$ cat config.mk
export PLATFORM = sky130hd
export DESIGN_NAME = servant_wb_mux_flat
export DESIGN_NICKNAME = d
export VERILOG_FILES = /design/src/rtl/servant_wb_mux_pkg.sv /design/src/rtl/servant_wb_mux_if.sv /design/src/rtl/servant_addr_dec.sv /design/src/rtl/servant_wb_mux.sv /design/src/flat_wrapper.sv
export SDC_FILE = /design/constraint.sdc
export NUM_CORES = 1
export LEC_CHECK = 0
export CAP_MARGIN = 20
export CORE_AREA = 2 2 119 121
export CTS_BUF_LIST = sky130_fd_sc_hd__clkbuf_4 sky130_fd_sc_hd__clkbuf_8
export DETAILED_ROUTE_END_ITERATION = 10
export DIE_AREA = 0 0 121 123
export PLACE_DENSITY = 0.62
export SYNTH_ARGS = -nofsm -noshare
export SYNTH_HDL_FRONTEND = slang
export SYNTH_SLANG_ARGS = --single-unit
$ cat constraint.sdc
create_clock -name i_clk -period 1.5 [get_ports i_clk]
set_clock_uncertainty 0.15 [all_clocks]
set_input_delay 0.3 -clock i_clk [delete_from_list [all_inputs] [get_ports i_clk]]
set_output_delay 0.3 -clock i_clk [all_outputs]
set_load 0.02 [all_outputs]
$ cat src/rtl/servant_wb_mux_pkg.sv
// Shared definitions for servant_wb_mux: FSM state encodings, default
// slave decode windows and the timeout counter width helper.
package servant_wb_mux_pkg;

  // FSM state encodings
  localparam logic [1:0] S_IDLE   = 2'd0;
  localparam logic [1:0] S_ACTIVE = 2'd1;
  localparam logic [1:0] S_ACK    = 2'd2;

  // Default slave map: slot i lives in bits [32*i +: 32]
  localparam int              DEF_NUM_SLAVES     = 4;
  localparam logic [4*32-1:0] DEF_SLAVE_BASE     = {32'h4000_0000, 32'h8000_0000,
                                                    32'hC000_0000, 32'h0000_0000};
  localparam logic [4*32-1:0] DEF_SLAVE_MASK     = {4{32'hC000_0000}};
  localparam int              DEF_TIMEOUT_CYCLES = 255;

  // Timeout counter width: enough to hold TIMEOUT_CYCLES, clamped to 8..32 bits
  function automatic int tmo_cnt_width(input int cycles);
    int w;
    w = $clog2(cycles + 1);
    if (w < 8)  w = 8;
    if (w > 32) w = 32;
    return w;
  endfunction

endpackage

$ cat src/rtl/servant_wb_mux_if.sv
// Wishbone-classic bundle between the CPU-side master, the mux and the
// NUM_SLAVES peripherals. The slave modport is the mux view (it is the
// slave of the CPU and drives the broadcast peripheral bus); the master
// modport is the view of the surrounding system.
interface servant_wb_mux_if #(
  parameter int NUM_SLAVES = 4
);
  // CPU side
  logic [31:0]            wb_cpu_adr;
  logic [31:0]            wb_cpu_dat;
  logic [3:0]             wb_cpu_sel;
  logic                   wb_cpu_we;
  logic                   wb_cpu_cyc;
  logic [31:0]            wb_cpu_rdt;
  logic                   wb_cpu_ack;
  // Peripheral side
  logic [31:0]            wb_s_adr;
  logic [31:0]            wb_s_dat;
  logic [3:0]             wb_s_sel;
  logic                   wb_s_we;
  logic [NUM_SLAVES-1:0]  wb_s_cyc;
  logic [NUM_SLAVES*32-1:0] wb_s_rdt;
  logic [NUM_SLAVES-1:0]  wb_s_ack;

  modport slave (
    input  wb_cpu_adr, wb_cpu_dat, wb_cpu_sel, wb_cpu_we, wb_cpu_cyc,
    output wb_cpu_rdt, wb_cpu_ack,
    output wb_s_adr, wb_s_dat, wb_s_sel, wb_s_we, wb_s_cyc,
    input  wb_s_rdt, wb_s_ack
  );

  modport master (
    output wb_cpu_adr, wb_cpu_dat, wb_cpu_sel, wb_cpu_we, wb_cpu_cyc,
    input  wb_cpu_rdt, wb_cpu_ack,
    input  wb_s_adr, wb_s_dat, wb_s_sel, wb_s_we, wb_s_cyc,
    output wb_s_rdt, wb_s_ack
  );

endinterface

$ cat src/rtl/servant_addr_dec.sv
// Combinational address decoder: compares the address against each
// BASE/MASK window and returns a one-hot vector of the lowest-index hit.
module servant_addr_dec #(
  parameter int                      NUM_SLAVES = 4,
  parameter logic [NUM_SLAVES*32-1:0] SLAVE_BASE = '0,
  parameter logic [NUM_SLAVES*32-1:0] SLAVE_MASK = '0
) (
  input  logic [31:0]           i_adr,
  output logic [NUM_SLAVES-1:0] o_hit_vec,
  output logic                  o_hit
);

  // Priority decode: scan from the top so the lowest matching index wins
  always_comb begin
    // NOTE: outputs get a default before the loop; a path that left them
    // unassigned would infer a latch.
    o_hit_vec = '0;
    for (int i = NUM_SLAVES - 1; i >= 0; i--) begin
      if ((i_adr & SLAVE_MASK[32*i +: 32]) == SLAVE_BASE[32*i +: 32])
        o_hit_vec = NUM_SLAVES'(1) << i;
    end
    o_hit = |o_hit_vec;
  end

endmodule

$ cat src/rtl/servant_wb_mux.sv
// Wishbone-classic decoder/mux from the arbitrated SERV bus to NUM_SLAVES
// peripherals. Each request is decoded once in IDLE, forwarded to exactly
// one slave in ACTIVE, and answered with a single registered ack.
// Optional bus timeout: define SERVANT_MUX_TIMEOUT_EN.
module servant_wb_mux
  import servant_wb_mux_pkg::*;
#(
  parameter int                       NUM_SLAVES = DEF_NUM_SLAVES,
  parameter logic [NUM_SLAVES*32-1:0] SLAVE_BASE = DEF_SLAVE_BASE,
  parameter logic [NUM_SLAVES*32-1:0] SLAVE_MASK = DEF_SLAVE_MASK
`ifdef SERVANT_MUX_TIMEOUT_EN
  ,
  parameter int                       TIMEOUT_CYCLES = DEF_TIMEOUT_CYCLES
`endif
) (
  input  logic                  i_clk,
  input  logic                  i_rst,
  servant_wb_mux_if.slave       wb,
  output logic                  o_timeout
);

  logic [1:0]            r_state;
  logic [NUM_SLAVES-1:0] r_s_cyc;   // latched one-hot slave select
  logic                  r_ack;
  logic [31:0]           r_rdt;
  logic                  r_timeout;

  logic [NUM_SLAVES-1:0] w_hit_vec;
  logic                  w_hit;
  logic                  w_s_ack;
  logic [31:0]           w_s_rdt;
  logic                  w_expire;

  servant_addr_dec #(
    .NUM_SLAVES (NUM_SLAVES),
    .SLAVE_BASE (SLAVE_BASE),
    .SLAVE_MASK (SLAVE_MASK)
  ) u_addr_dec (
    .i_adr     (wb.wb_cpu_adr),
    .o_hit_vec (w_hit_vec),
    .o_hit     (w_hit)
  );

  // Broadcast signals are plain pass-through; only cyc is steered
  assign wb.wb_s_adr   = wb.wb_cpu_adr;
  assign wb.wb_s_dat   = wb.wb_cpu_dat;
  assign wb.wb_s_sel   = wb.wb_cpu_sel;
  assign wb.wb_s_we    = wb.wb_cpu_we;
  assign wb.wb_s_cyc   = r_s_cyc;
  assign wb.wb_cpu_ack = r_ack;
  assign wb.wb_cpu_rdt = r_rdt;
  assign o_timeout     = r_timeout;

  // Only the selected slave's ack and read data are visible to the FSM
  always_comb begin
    w_s_ack = |(wb.wb_s_ack & r_s_cyc);
    w_s_rdt = '0;
    for (int i = 0; i < NUM_SLAVES; i++) begin
      if (r_s_cyc[i])
        w_s_rdt = w_s_rdt | wb.wb_s_rdt[32*i +: 32];
    end
  end

`ifdef SERVANT_MUX_TIMEOUT_EN
  localparam int CNT_W = tmo_cnt_width(TIMEOUT_CYCLES);

  logic [CNT_W-1:0] r_cnt;

  // Expire on the TIMEOUT_CYCLES-th ACTIVE cycle without a slave ack
  assign w_expire = (r_state == S_ACTIVE) && (r_cnt == CNT_W'(TIMEOUT_CYCLES - 1));

  // Count ACTIVE cycles; held at zero elsewhere so every entry starts fresh
  always_ff @(posedge i_clk) begin
    if (i_rst)
      r_cnt <= '0;
    else if (r_state != S_ACTIVE)
      r_cnt <= '0;
    else
      r_cnt <= r_cnt + 1'b1;
  end
`else
  // Without the timeout feature ACTIVE waits for the slave indefinitely
  assign w_expire = 1'b0;
`endif

  // Transaction FSM: decode, forward, acknowledge
  always_ff @(posedge i_clk) begin
    // NOTE: every register here, read data included, has a defined reset
    // value because software can observe o_wb_cpu_rdt right after reset.
    if (i_rst) begin
      r_state   <= S_IDLE;
      r_s_cyc   <= '0;
      r_ack     <= 1'b0;
      r_rdt     <= '0;
      r_timeout <= 1'b0;
    end else begin
      // NOTE: non-blocking assignments throughout, so the defaults below
      // are simply overridden by later assignments in the same cycle.
      r_ack     <= 1'b0;
      r_timeout <= 1'b0;
      case (r_state)
        S_IDLE: begin
          if (wb.wb_cpu_cyc) begin
            if (w_hit) begin
              r_s_cyc <= w_hit_vec;
              r_state <= S_ACTIVE;
            end else begin
              // Unmapped: reads return zero, writes are dropped
              r_rdt   <= '0;
              r_ack   <= 1'b1;
              r_state <= S_ACK;
            end
          end
        end
        S_ACTIVE: begin
          if (!wb.wb_cpu_cyc) begin
            // Abort beats a coincident slave ack
            r_s_cyc <= '0;
            r_state <= S_IDLE;
          end else if (w_s_ack) begin
            r_s_cyc <= '0;
            r_rdt   <= wb.wb_cpu_we ? 32'h0 : w_s_rdt;
            r_ack   <= 1'b1;
            r_state <= S_ACK;
          end else if (w_expire) begin
            r_s_cyc   <= '0;
            r_rdt     <= '0;
            r_ack     <= 1'b1;
            r_timeout <= 1'b1;
            r_state   <= S_ACK;
          end
        end
        S_ACK: begin
          r_state <= S_IDLE;
        end
        default: begin
          r_s_cyc <= '0;
          r_state <= S_IDLE;
        end
      endcase
    end
  end

endmodule

$ cat src/flat_wrapper.sv
// flat-port wrapper written by rule: the top's interface ports become plain ports
module servant_wb_mux_flat import servant_wb_mux_pkg::*;
#(
  parameter int                       NUM_SLAVES = DEF_NUM_SLAVES,
  parameter logic [NUM_SLAVES*32-1:0] SLAVE_BASE = DEF_SLAVE_BASE,
  parameter logic [NUM_SLAVES*32-1:0] SLAVE_MASK = DEF_SLAVE_MASK

)
  (i_clk, i_rst, o_timeout, wb_wb_cpu_adr, wb_wb_cpu_dat, wb_wb_cpu_sel, wb_wb_cpu_we, wb_wb_cpu_cyc, wb_wb_cpu_rdt, wb_wb_cpu_ack, wb_wb_s_adr, wb_wb_s_dat, wb_wb_s_sel, wb_wb_s_we, wb_wb_s_cyc, wb_wb_s_rdt, wb_wb_s_ack);
  servant_wb_mux_if #(.NUM_SLAVES(NUM_SLAVES)) wb_i ();
  input  logic i_clk;
  input  logic i_rst;
  output logic o_timeout;
  input wire logic [$bits(wb_i.wb_cpu_adr)-1:0] wb_wb_cpu_adr;
  input wire logic [$bits(wb_i.wb_cpu_dat)-1:0] wb_wb_cpu_dat;
  input wire logic [$bits(wb_i.wb_cpu_sel)-1:0] wb_wb_cpu_sel;
  input wire logic [$bits(wb_i.wb_cpu_we)-1:0] wb_wb_cpu_we;
  input wire logic [$bits(wb_i.wb_cpu_cyc)-1:0] wb_wb_cpu_cyc;
  output wire logic [$bits(wb_i.wb_cpu_rdt)-1:0] wb_wb_cpu_rdt;
  output wire logic [$bits(wb_i.wb_cpu_ack)-1:0] wb_wb_cpu_ack;
  output wire logic [$bits(wb_i.wb_s_adr)-1:0] wb_wb_s_adr;
  output wire logic [$bits(wb_i.wb_s_dat)-1:0] wb_wb_s_dat;
  output wire logic [$bits(wb_i.wb_s_sel)-1:0] wb_wb_s_sel;
  output wire logic [$bits(wb_i.wb_s_we)-1:0] wb_wb_s_we;
  output wire logic [$bits(wb_i.wb_s_cyc)-1:0] wb_wb_s_cyc;
  input wire logic [$bits(wb_i.wb_s_rdt)-1:0] wb_wb_s_rdt;
  input wire logic [$bits(wb_i.wb_s_ack)-1:0] wb_wb_s_ack;
  assign wb_i.wb_cpu_adr = wb_wb_cpu_adr;
  assign wb_i.wb_cpu_dat = wb_wb_cpu_dat;
  assign wb_i.wb_cpu_sel = wb_wb_cpu_sel;
  assign wb_i.wb_cpu_we = wb_wb_cpu_we;
  assign wb_i.wb_cpu_cyc = wb_wb_cpu_cyc;
  assign wb_wb_cpu_rdt = wb_i.wb_cpu_rdt;
  assign wb_wb_cpu_ack = wb_i.wb_cpu_ack;
  assign wb_wb_s_adr = wb_i.wb_s_adr;
  assign wb_wb_s_dat = wb_i.wb_s_dat;
  assign wb_wb_s_sel = wb_i.wb_s_sel;
  assign wb_wb_s_we = wb_i.wb_s_we;
  assign wb_wb_s_cyc = wb_i.wb_s_cyc;
  assign wb_i.wb_s_rdt = wb_wb_s_rdt;
  assign wb_i.wb_s_ack = wb_wb_s_ack;
  servant_wb_mux #(.NUM_SLAVES(NUM_SLAVES), .SLAVE_BASE(SLAVE_BASE), .SLAVE_MASK(SLAVE_MASK)) u_core (.i_clk(i_clk), .i_rst(i_rst), .wb(wb_i), .o_timeout(o_timeout));
endmodule
==> metrics.md, run 1 <==
| Metric | Value |
|---|---|
| Total of max-cap violations | 0 |
| CTS tree | built |
| Period utilization | 109% |
| Initial antenna violation count | 0 |
| Worst Hold Class | flop to flop |
| Initial Utilization | 18.7% |
| Sequential area share after synthesis | 30.7% |
| Worst path most repeated cell | buf_4 |
| Post-placement setup slack | -526 ps |
| Final min period | 1630 ps |
| Vias/cell | 4.44 |
| Row count | 43 |
| Clk root buf | clkbuf_8 |
| Internal | 1.90 mW |
| Post-synthesis async set-or-reset flop share | 0% |
| Total track usage | 13.4% |
| Final WS setup | -128 ps |
| Layout area overhead | 70.7% |
| Slowest stage delay, CP | 350 ps |
| Die footprint | 14900 um2 |
| Placed cell areas | 4110 um2 |
| Yosys cell types | 25 |
| Final Slew Violations | 0 |
| Dpl cells | 576 |
| Hold Vio Cnt, Final | 0 |
| Worst VDD drop | 0.221 mV |
| Primary FF master, synth | dfxtp_1 |
| Post-synth EDFFs | 0 |
| Switching share of total power | 23.8% |
| Worst-path clk slew | 70 ps |
| Max Buffers Root-to-Sink | 2 |
| GRT overflow | 0 |
| Core Util, Final | 31.9% |
| Crit path DAT | 1660 ps |
| Sink Count | 39 |
| Post-Layout Cell Count | 599 |
| RSZ-0062 raised after global routing | yes |
| Critical setup path kind | flop to flop |
| Most frequent cells in the layout | clkdlybuf4s50_1 (132), a22oi_1 (64), nand2_1 (36), dlygate4sd2_1 (36), dfxtp_1 (34) |
| Crit Path Max Fanout | 19 |
| TritonRoute pass-1 iters | 4 |
| Post-synthesis register bit count | 39 |
| Vias | 2661 |
| First-pass GRT wire length | 15.0 mm |
| Final ANT Viol Nets | 0 |
| Required time worst endpoint | 1530 ps |
| CP Capture Type | flop |
| CP Cell Sequence | buf_4 > buf_4 > a22oi_1 > buf_4 > nand2_1 > a22o_1 |
| Power share of the clock group | 32.2% |
| Worst setup SP type | flop |
| Post-route cell area | 4340 um2 |
| Ys Warns | 0 |
| Cell area after synthesis | 2540 um2 |
| Antenna diodes | 0 |
| Final WL | 10.6 mm |
| Final Wtd Congestion | 0.783 |
| Mapped Nets | 502 |
| H-tree levels | 2 |
| Pin count of the biggest net entering global routing | 33 |
| Most common cell after layout, fill and taps aside | clkdlybuf4s50_1 |
| Max Freq | 0.614 GHz |
| IO Pins | 311 |
| Final HPWL DP | 7.62 mm |
| I/O Buffers | 177 |
| Avg Cell Area, Syn | 8.64 um2 |
| Die Y | 123 um |
| Total CTS buffers | 5 |
| Synthesized instance count | 294 |
| Failing checks | negative setup slack |
| Layout cell share with drive strength beyond 1 | 14.3% |
| Status | complete, but fails checks |
| Die Wd | 121 um |
| NetSw | 591 uW |
| PwrDens | 574 nW/um2 |
| Combinational share of power | 25.8% |
| Routed len/inst | 17.7 um |
| Slowest cell on crit path | dfxtp_4 |
| Final nets | 626 |
| Drt drc | 0 |
| # setup viols final | 32 |
| Sequential power share | 41.9% |
| Worst skew pair latency | 280 ps |
| Iteration-0 DRC Markers | 91 |
| Worst hold slack | 324 ps |
| Core area | 13600 um2 |
| LEAKAGE | 1.89 nW |
| Vias in the first global route | 2629 |
| CTS Hold Bufs | 0 |
-- final timing paths --
check / startpoint / to / slack, ps / depth (start not counted)
min: u_core.wb.wb_cpu_rdt[28] / u_core.wb.wb_cpu_rdt[28] / 320 / 1
max reg2reg: u_core.wb.wb_s_cyc[2] / u_core.wb.wb_cpu_rdt[18] / -130 / 6
min reg2reg: u_core.wb.wb_cpu_rdt[28] / u_core.wb.wb_cpu_rdt[28] / 320 / 1
max: u_core.wb.wb_s_cyc[2] / u_core.wb.wb_cpu_rdt[18] / -130 / 6
-- area by class of cell --
type,count,area [um2]
Fill cell,1385,9280
Timing Repair Buffer,210,2060
Multi-Input combinational cell,160,1140
Sequential cell,39,797
Tap cell,180,225
Clock buffer,8,104
Inverter,2,7.51
-- per-layer routing --
metal | part of all wire (%) | up-vias | track usage [%]
met5 | 0 | - | 0
met4 | 3.3 | 0 | 6.32
met3 | 10 | 35 | 4.66
met2 | 51 | 148 | 24.9
met1 | 36 | 1223 | 13.4
li1 | - | 1255 | -
-- worst max-delay path: cells and delay by family (launching register included) --
kind / cells / cell delay, ps
flip-flops: 1 / 350
AO/OA/AOI/OAI: 2 / 470
buffers and inverters: 3 / 490
AND/OR/NAND/NOR: 1 / 40
-- synth_stat cells (3+ instances only) --
master	n	area (um2)
clkbuf_1	10	37.5
a22o_1	32	280
o21ai_0	3	15.0
buf_1	3	11.3
buf_6	3	33.8
a22oi_1	64	480
ha_1	4	50.1
nand2_1	37	139
dfxtp_1	39	781
nor2_1	4	15.0
buf_2	7	35.0
a21oi_1	4	20.0
buf_4	70	526
-- power groups by stage --
stage	registers, mW	clock network [mW]	logic [mW]
3_3_place_gp	1.07	0	0.616
2_1_floorplan	1.07	0	0.424
6_report	1.04	0.802	0.643
3_5_place_dp	1.07	0	0.622
4_1_cts	1.05	0.844	0.664
5_1_grt	1.04	0.893	0.694
-- metrics by stage --
step / TNS (ps) / total power [mW]
after detailed placement: -18910 / 1.69
after global routing: -5550 / 2.63
final: -2610 / 2.49
after global placement: -17710 / 1.69
after floorplan: -1640 / 1.50
after CTS: -3730 / 2.55
-- repair_timing --
action,in CTS,in global routing
gates cloned,4,0
buffers inserted,10,3
resized for setup,66,11
pin swaps,12,6
endpoints found under the hold margin,0,0
endpoints found under the setup margin,72,42
-- kinds of logic after synthesis --
group | Yosys count | synth area share, %
compound gates | 108 | 33.4
mux | 1 | 0.394
simple gates | 46 | 7.78
buf+inv | 95 | 25.6
flops | 39 | 30.7
other cells | 1 | 0.148
fa+ha+maj | 4 | 1.97
-- state kept, by name, indices dropped and copies added (netlist names) --
signal	count
u_core.r_state	2
u_core.wb.wb_cpu_ack	1
u_core.wb.wb_cpu_rdt	32
u_core.wb.wb_s_cyc	4
Note: power is estimated with default switching activity, not from simulation.
==> inputs of run 2 (changes only) <==
- PLACE_DENSITY: 0.62 -> 0.6
- SLEW_MARGIN: not set -> 20
- clock period: 1.5 -> 1.84 ns (I/O delays scaled with it)
==> run 2 against run 1 <==
Compared with the run above:
- utilization fell by 1.2 points
- worst setup slack better by 190 ps
- critical path depth down 5
- cell area shrank 3.7%
- the run now ends clean
- combinational power fell by 21%
- power decreased by 19%
==> metrics.md, run 2 (synthesized netlist as in run 1, its figures left out) <==
| Metric | Value |
|---|---|
| Met1 usage | 13.7% (+0.27 points) |
| Placed cell areas | 4080 um2 (-0.58%) |
| Layout area overhead | 64.4% |
| CP Cell Sequence | clkdlybuf4s50_1 |
| Most frequent cells in the layout | clkdlybuf4s50_1 (168), a22oi_1 (64), dfxtp_1 (39) |
| Delay-heaviest family, CP | buffers and inverters |
| Total CTS buffers | 5 (unchanged) |
| Die footprint | 14900 um2 (unchanged) |
| H-tree levels | 2 (unchanged) |
| Initial Utilization | 18.7% (unchanged) |
| Worst skew pair latency | 280 ps (about the same) |
| Final Wtd Congestion | 0.757 (-3.4%) |
| Final HPWL DP | 7.86 mm (+3.2%) |
| CTS tree | built |
| Top Usage Layer GRT | met2 |
| Worst Hold Class | flop to flop |
| RSZ-0062 raised after global routing | yes |
| Row count | 43 (unchanged) |
| Vias/cell | 4.53 (+1.9%) |
| Max reg flops | 32 (unchanged) |
| Global routing usage on met3 | 2.81% (-1.8 points) |
| Worst r2r src | u_core.wb.wb_s_cyc[2] |
| Iteration-0 DRC Markers | 101 (+11%) |
| Pin count of the biggest net entering global routing | 20 (-39%) |
| Clk root buf | clkbuf_8 |
| Vias in the first global route | 2782 (+5.8%) |
| Critical setup path kind | flop to output port |
| Worst VDD drop | 0.190 mV (-14%) |
| Worst-path clk slew | 80 ps (about the same) |
| Worst R2R Path Depth | 5 (-1) |
| CP Capture Type | output port |
| Final ANT Viol Nets | 0 (unchanged) |
| Max Buffers Root-to-Sink | 2 (unchanged) |
| Buf+Inv Stages, Crit Path | 1 (-2) |
| First-pass GRT wire length | 14.7 mm (-1.8%) |
| Required time worst endpoint | 1320 ps (-210 ps) |
| Status | finished clean |
| Worst setup SP type | flop |
| Worst R2R Setup Slack | 220 ps (+350 ps) |
| Total track usage | 12.8% (-0.59 points) |
| TritonRoute pass-1 iters | 5 (+1) |
| I/O Buffers | 177 (unchanged) |
| Period utilization | 96.6% |
| Final WL | 9.97 mm (-6.1%) |
| Sink Count | 39 (unchanged) |
| Hold Vio Cnt, Final | 0 (unchanged) |
| CTS Hold Bufs | 0 (unchanged) |
| Antenna diodes | 0 (unchanged) |
| Core area | 13600 um2 (unchanged) |
| Routed len/inst | 17.0 um (-4.0%) |
| WHS Endpoint | u_core.wb.wb_cpu_rdt[28] |
| PwrDens | 484 nW/um2 (-16%) |
| Drt drc | 0 (unchanged) |
| M2 GR Usage | 24.6% (-0.28 points) |
| Reg-to-reg endpoint | u_core.wb.wb_cpu_rdt[26] |
| # setup viols final | 0 (-100%) |
| Post-route cell area | 4180 um2 (-3.7%) |
| Vias | 2653 (-0.30%) |
| GRT overflow | 0 (unchanged) |
| IO Pins | 311 (unchanged) |
| Final WS setup | 62.5 ps (+191 ps) |
| Most common cell after layout, fill and taps aside | clkdlybuf4s50_1 |
| Final nets | 613 (-2.1%) |
| Hold path startpoint | u_core.wb.wb_cpu_rdt[28] |
| Crit Path Max Fanout | 2 (-17) |
| Core Util, Final | 30.7% (-1.2 points) |
| Final min period | 1780 ps |
| Slowest cell on crit path | clkdlybuf4s50_1 |
| Slowest stage delay, CP | 630 ps (+280 ps) |
| Layout cell share with drive strength beyond 1 | 8.13% (-6.2 points) |
| Max Freq | 0.563 GHz |
| Crit path DAT | 1260 ps (-400 ps) |
| Total of max-cap violations | 0 (unchanged) |
| Post-placement setup slack | -237 ps (+290 ps) |
| Initial antenna violation count | 0 (unchanged) |
| Hold Path Cell Cnt | 1 (unchanged) |
| # Post-CTS Setup Buffers | 0 (-10) |
| Die Wd | 121 um (unchanged) |
| Final Slew Violations | 0 (unchanged) |
| LEAKAGE | 1.67 nW (-11%) |
| Die Y | 123 um (unchanged) |
| Worst hold slack | 329 ps (+5.07 ps) |
==> run 2: changes by cell type in the layout (fill, tap and decap cells not counted), moves of 2 or more <==
cell	change
buf_4	-4
buf_12	-3
o21ai_1	-2
buf_2	-4
buf_16	-2
dfxtp_1	+5
clkdlybuf4s15_1	-2
clkbuf_2	-2
clkdlybuf4s50_1	+36
o21ai_0	+2
buf_6	-5
dfxtp_4	-4
dlygate4sd2_1	-28
==> run 2: worst max path at each step <==
stage	start	endpoint	slack [ps]	depth (start not counted)
after global placement	wb_wb_cpu_cyc	u_core.wb.wb_cpu_rdt[29]	-200	6
after detailed placement	wb_wb_cpu_cyc	u_core.wb.wb_cpu_rdt[25]	-240	6
final	u_core.wb.wb_cpu_rdt[15]	wb_wb_cpu_rdt[15]	60	1
after global routing	wb_wb_cpu_cyc	u_core.wb.wb_cpu_rdt[16]	-9	6
after CTS	u_core.wb.wb_cpu_rdt[0]	wb_wb_cpu_rdt[0]	30	1
after floorplan	u_core.wb.wb_s_cyc[2]	u_core.wb.wb_cpu_rdt[0]	200	6
==> run 2: final cells by class <==
cell class	count	area, um2
sequential	39	781
tap	180	225
inverter	2	7.51
clock buffer	8	104
timing repair buffer	197	1940
multi-input combinational	160	1120
fill	1436	9430
==> run 2: layer usage <==
layer	vias to the layer above	routed length, um	share of wire (%)
met4	0	220	2.2
met5	-	0	0
met3	30	836	8.4
met2	159	5140	52
li1	1224	-	-
met1	1240	3770	38
==> run 2: where the power goes <==
part           leakage [nW]  switching (mW)  total, mW  internal, mW
clock network        0.0549           0.300      0.657         0.357
logic                  1.30           0.172      0.507         0.335
registers             0.315         0.00803      0.857         0.849
total                  1.67           0.480       2.02          1.54
==> run 2: what timing repair did <==
| item | CTS | global route |
|---|---|---|
| gates cloned | 0 | 0 |
| endpoints found under the hold margin | 0 | 0 |
| setup endpoints to repair | 8 | 7 |
| resized for setup | 8 | 1 |
==> run 2: per-stage QoR <==
stage | setup TNS, ps | power [mW] | std cells
finish | 0 | 2.02 | 586
global route | -21.2 | 2.13 | 586
CTS | 0 | 2.07 | 586
detailed placement | -7110 | 1.39 | 578
global placement | -6670 | 1.38 | 578
floorplan | 0 | 1.22 | 294
